**src/rtl/piso_serializer_if.sv**
```systemverilog
// Handshake bundle for the parallel-in / serial-out converter.
// The master modport is the serializer itself (it drives the serial stream);
// the slave modport is the surrounding logic that feeds words in and
// consumes bits.
interface piso_serializer_if #(
  parameter int DATA_WIDTH = 8
);
  logic [DATA_WIDTH-1:0] in_data;
  logic                  in_valid;
  logic                  in_ready;
  logic                  ser_out;
  logic                  ser_valid;
  logic                  ser_ready;
  logic                  ser_first;
  logic                  ser_last;
  logic                  busy;

  modport master (
    input  in_data,
    input  in_valid,
    output in_ready,
    output ser_out,
    output ser_valid,
    input  ser_ready,
    output ser_first,
    output ser_last,
    output busy
  );

  modport slave (
    output in_data,
    output in_valid,
    input  in_ready,
    input  ser_out,
    input  ser_valid,
    output ser_ready,
    input  ser_first,
    input  ser_last,
    input  busy
  );
endinterface

```
**src/rtl/piso_serializer.sv**
```systemverilog
// Parallel-in, serial-out converter with valid/ready on both sides.
// A word is captured into a shift register and emitted one bit per accepted
// cycle, with first/last frame markers. When the last bit is accepted and a
// new word is offered in the same cycle, the new word is loaded directly so
// consecutive frames stream with no idle cycle in between.
module piso_serializer #(
  parameter int DATA_WIDTH = 8,
  parameter bit LSB_FIRST  = 1'b0
) (
  input  logic clk,
  input  logic rst_n,
  piso_serializer_if.master bus
);

  localparam int CNT_W = $clog2(DATA_WIDTH);
  localparam logic [CNT_W-1:0] CNT_LAST = CNT_W'(DATA_WIDTH - 1);

  typedef enum logic {
    IDLE  = 1'b0,
    SHIFT = 1'b1
  } state_t;

  state_t                state_q, state_d;
  logic [DATA_WIDTH-1:0] shreg_q, shreg_d;
  logic [CNT_W-1:0]      cnt_q,   cnt_d;

  logic                  shifting;
  logic                  is_last;
  logic                  out_bit;
  logic [DATA_WIDTH-1:0] shreg_shifted;

  // All outputs except in_ready are decoded purely from registered state.
  assign shifting      = (state_q == SHIFT);
  assign is_last       = shifting && (cnt_q == CNT_LAST);
  assign out_bit       = LSB_FIRST ? shreg_q[0] : shreg_q[DATA_WIDTH-1];
  // Move the next bit toward the output end, zero-filling behind it.
  assign shreg_shifted = LSB_FIRST ? (shreg_q >> 1) : (shreg_q << 1);

  assign bus.ser_valid = shifting;
  assign bus.busy      = shifting;
  assign bus.ser_out   = shifting & out_bit;
  assign bus.ser_first = shifting && (cnt_q == '0);
  assign bus.ser_last  = is_last;
  // ser_ready -> in_ready is the only input-to-output combinational path;
  // held low while reset is asserted.
  assign bus.in_ready  = rst_n && (!shifting || (is_last && bus.ser_ready));

  // State, shift register and bit counter registers with synchronous reset.
  always_ff @(posedge clk) begin
    if (!rst_n) begin
      state_q <= IDLE;
      shreg_q <= '0;
      cnt_q   <= '0;
    end else begin
      state_q <= state_d;
      shreg_q <= shreg_d;
      cnt_q   <= cnt_d;
    end
  end

  // Next-state logic: load on word accept, shift on bit accept, and reload
  // in place on the last bit when another word is waiting.
  always_comb begin
    state_d = state_q;
    shreg_d = shreg_q;
    cnt_d   = cnt_q;
    unique case (state_q)
      IDLE: begin
        if (bus.in_valid) begin
          shreg_d = bus.in_data;
          cnt_d   = '0;
          state_d = SHIFT;
        end
      end
      SHIFT: begin
        if (bus.ser_ready) begin
          if (cnt_q == CNT_LAST) begin
            cnt_d = '0;
            if (bus.in_valid) begin
              shreg_d = bus.in_data;
              state_d = SHIFT;
            end else begin
              state_d = IDLE;
            end
          end else begin
            shreg_d = shreg_shifted;
            cnt_d   = cnt_q + CNT_W'(1);
          end
        end
      end
      default: begin
        state_d = IDLE;
      end
    endcase
  end

endmodule

```
**src/flat_wrapper.sv**
```systemverilog
// flat-port wrapper written by rule: the top's interface ports become plain ports
module piso_serializer_flat 
#(
  parameter int DATA_WIDTH = 8,
  parameter bit LSB_FIRST  = 1'b0
)
  (clk, rst_n, bus_in_data, bus_in_valid, bus_in_ready, bus_ser_out, bus_ser_valid, bus_ser_ready, bus_ser_first, bus_ser_last, bus_busy);
  piso_serializer_if #(.DATA_WIDTH(DATA_WIDTH)) bus_i ();
  input  logic clk;
  input  logic rst_n;
  input wire logic [$bits(bus_i.in_data)-1:0] bus_in_data;
  input wire logic [$bits(bus_i.in_valid)-1:0] bus_in_valid;
  output wire logic [$bits(bus_i.in_ready)-1:0] bus_in_ready;
  output wire logic [$bits(bus_i.ser_out)-1:0] bus_ser_out;
  output wire logic [$bits(bus_i.ser_valid)-1:0] bus_ser_valid;
  input wire logic [$bits(bus_i.ser_ready)-1:0] bus_ser_ready;
  output wire logic [$bits(bus_i.ser_first)-1:0] bus_ser_first;
  output wire logic [$bits(bus_i.ser_last)-1:0] bus_ser_last;
  output wire logic [$bits(bus_i.busy)-1:0] bus_busy;
  assign bus_i.in_data = bus_in_data;
  assign bus_i.in_valid = bus_in_valid;
  assign bus_in_ready = bus_i.in_ready;
  assign bus_ser_out = bus_i.ser_out;
  assign bus_ser_valid = bus_i.ser_valid;
  assign bus_i.ser_ready = bus_ser_ready;
  assign bus_ser_first = bus_i.ser_first;
  assign bus_ser_last = bus_i.ser_last;
  assign bus_busy = bus_i.busy;
  piso_serializer #(.DATA_WIDTH(DATA_WIDTH), .LSB_FIRST(LSB_FIRST)) u_core (.clk(clk), .rst_n(rst_n), .bus(bus_i));
endmodule
```
**config.mk**
```make
export PLATFORM = sky130hd
export DESIGN_NAME = piso_serializer_flat
export DESIGN_NICKNAME = d
export VERILOG_FILES = /design/src/rtl/piso_serializer_if.sv /design/src/rtl/piso_serializer.sv /design/src/flat_wrapper.sv
export SDC_FILE = /design/constraint.sdc
export NUM_CORES = 1
export LEC_CHECK = 0
export ABC_AREA = 0
export CAP_MARGIN = 20
export CORE_MARGIN = 1
export CORE_UTILIZATION = 48
export CTS_BUF_LIST = sky130_fd_sc_hd__clkbuf_4 sky130_fd_sc_hd__clkbuf_8
export DETAILED_ROUTE_END_ITERATION = 6
export GPL_TIMING_DRIVEN = 0
export PLACE_DENSITY = 0.76
export SYNTH_ARGS = -nofsm -noshare
export SYNTH_HDL_FRONTEND = slang
export SYNTH_SLANG_ARGS = --single-unit
```
**constraint.sdc**
```tcl
create_clock -name clk -period 1.9 [get_ports clk]
set_input_delay 0.38 -clock clk [delete_from_list [all_inputs] [get_ports clk]]
set_output_delay 0.38 -clock clk [all_outputs]
set_load 0.05 [all_outputs]
```
==> out/metrics.cfg <==
[sta]
slew_headroom = 0.670
rsz0062_at_grt = true
report.final.slew_viol_count = 0
tns_ns = 0
clock_skew_ns = 0.00113
hold_violations = 0
post-route-period-util = 0.994
fin_crit_ns = 1.89
max_freq_mhz = 529
fin_hold_ws_ns = 0.348
final.setup.worst_slack_ns = 0.0107
setup-violations-final = 0
tightest_slew_ns = 0.496

[place]
hpwl_um = 990
port_buffers = 16
place_area_um2 = 841
place_ws_ns = -0.653
gp_congestion = 0.771
dp.cells = 99

[yosys]
yosysTopAreaCell = dfxtp_1
ys_ff_latch = 12
synth_top_area_share = 0.365
synth_area_leaders = dfxtp_1 37%, a221o_1 6.1%, ha_1 5.7%
synthTopCellsByCount = 12 x dfxtp_1, 4 x a221o_1, 4 x and2_1, 4 x inv_1, 4 x o21ai_0
yosys_warnings = 0
syn-cell-area_um2 = 658
synth_edf_count = 0
seq_area_frac_synth = 0.365
yosysMostFrequentCell = dfxtp_1
synth_area_per_cell_um2 = 9.54
async_reset_ff_frac = 0
syn-num-nets = 84
syn_inst = 69
synth_top_flop_cell = dfxtp_1
yosysUniqueCellTypes = 34

[floorplan]
core_um2 = 1190
dieHeight_um = 39.0
die_x_um = 39.0
num_rows = 12
start_util = 0.555
dieArea_um2 = 1520
pin_count = 18

[worst_setup_path]
critPathSlowestCell = dfxtp_2
path_cells = ha_2, ha_4, a21boi_4, and2b_2, buf_6
worst_r2r_startpoint = u_core.cnt_q[0]$_SDFFE_PN0P_
endpoint_kind = output pin
path_delay_family = adder cells
start_kind = flop
slowest_delay_ns = 0.33
critPathKind = flop to output pin
critical_path_depth = 5
critPathRequiredTime_ns = 1.52
worstPathMaxFanout = 5
worstSetupStartpoint = u_core.cnt_q[0]$_SDFFE_PN0P_
crit_end = bus_in_ready
rr_endpoint = u_core.shreg_q[1]$_SDFFE_PN0P_
arrival_ns = 1.51
reg2reg_setup_slack_ns = 0.17
reg2reg_depth = 6
cp.buffers_inverters = 1

[grt]
grt_max_degree = 11
antenna_found_initial = 0
grt_overflow = 0
grt_pass1_wl_um = 2350
grt_pass1_vias = 496
grt_use_total = 0.235

[finish]
nets = 109
stdcell_count = 107
finish.utilization = 0.768
drive_gt1_frac = 0.280
fin_area_um2 = 911
n_antenna_cell = 0
syn_to_final_growth_pct = 38.4

[power]
switching_share = 0.276
p_switching_uw = 171
p_per_area_nw_per_um2 = 679
p_comb_frac = 0.219
power_uw = 619
share_clk_of_total_power = 0.334
irDropWorstVdd_mv = 0.519
p_leak_nw = 0.390
p_int_uw = 448
p_seq_frac = 0.447

[drt]
drt_iter0_markers = 9
vias = 606
wirelength_um = 1520
drc = 0
antenna_left = 0
post_drt_wl_per_cell_um = 14.2
drtPass1Iterations = 4
viasPerCell = 5.66

[cts]
htree_levels = 1
cts-root-buf = clkbuf_4
clock-sinks = 12
clockBufferDepth = 2
cts_buffers = 3
path_clk_slew_ns = 0.08
clock_latency_ns = 0.27
tritoncts = yes
cts.hold.buffers_added = 0

[hold_path]
hp-class = primary input to flop

[flow_run]
maxCapViolations = 0

[outcome]
status = complete, no violations

==> area by class of cell <==
| cell class | count | area [µm²] |
|---|---|---|
| inverters | 4 | 15.0 |
| well taps | 14 | 17.5 |
| repair buffers | 20 | 176 |
| flip-flops and latches | 12 | 241 |
| plain buffers | 5 | 33.8 |
| fillers | 98 | 275 |
| multi-input cells | 48 | 390 |
| clock buffers | 4 | 36.3 |
==> worst min path at each step <==
stage / to / startpoint / depth (start not counted)
6_report: u_core.bus.busy$_SDFF_PN0_ / bus_in_valid / 2
5_1_grt: u_core.bus.busy$_SDFF_PN0_ / bus_in_valid / 2
4_1_cts: u_core.bus.busy$_SDFF_PN0_ / bus_in_valid / 2
3_5_place_dp: u_core.shreg_q[0]$_SDFFE_PN0P_ / u_core.shreg_q[0]$_SDFFE_PN0P_ / 1
3_3_place_gp: u_core.shreg_q[0]$_SDFFE_PN0P_ / u_core.shreg_q[0]$_SDFFE_PN0P_ / 1
2_1_floorplan: u_core.shreg_q[0]$_SDFFE_PN0P_ / u_core.shreg_q[0]$_SDFFE_PN0P_ / 1
==> registers in the layout, summed over array words and instances, names as in the netlist <==
| signal | count |
|---|---|
| u_core.shreg_q | 8 |
| u_core.bus.busy | 1 |
| u_core.cnt_q | 3 |
==> worst reg2reg max path: cells and delay by family (launching register included) <==
family                   cells  cell delay [ns]
AO/OA/AOI/OAI                2             0.52
adder cells (fa/ha/maj)      2             0.37
AND/OR/NAND/NOR              1             0.25
buffers and inverters        1             0.15
flip-flops                   1             0.33
==> metal layers <==
layer / vias to the layer above / routed length [µm] / share of wire / global-route usage
met5: - / 0 / 0 / 0
met2: 17 / 688 / 0.45 / 0.325
met3: 4 / 56 / 0.037 / 0.0347
met4: 0 / 20 / 0.013 / 0.129
met1: 287 / 757 / 0.50 / 0.339
li1: 298 / - / - / -
==> power by group through the flow <==
stage | Combinational (mW) | Clock (mW) | Sequential (mW)
global placement | 0.132 | 0 | 0.282
finish | 0.135 | 0.207 | 0.277
detailed placement | 0.134 | 0 | 0.283
global route | 0.146 | 0.215 | 0.278
CTS | 0.135 | 0.208 | 0.277
floorplan | 0.0815 | 0 | 0.285
==> cell families (layout without fill, tap and decap cells) <==
kind of cell,after synthesis,after routing,synth area share
AO/OA/AOI/OAI,20,20,0.238
adder cells (fa/ha/maj),3,3,0.0570
buffers and inverters,9,33,0.0722
flip-flops,12,12,0.365
multiplexers,3,3,0.0494
AND/OR/NAND/NOR,22,22,0.219
==> placed cells by master, fill, tap and decap left out, drive strengths merged, types with 2 or more instances in the layout <==
cell type	synthesis	layout
dfxtp	12	12
buf	4	12
clkdlybuf4s50	0	10
o21ai	5	5
and2	5	5
clkbuf	1	5
inv	4	4
a221o	4	4
nand2	3	3
nor2b	3	3
ha	3	3
nor2	2	2
a32oi	2	2
or3b	2	2
mux2	2	2
a21oi	2	2
dlygate4sd2	0	2
a21boi	2	2
==> repair_timing <==
| item | CTS | global route |
|---|---|---|
| setup endpoints to repair | 6 | 3 |
| pin swaps | 1 | 0 |
| cloned | 0 | 0 |
| resized for setup | 26 | 4 |
| buffers inserted | 1 | 3 |
Note: power is estimated with default switching activity, not from simulation.
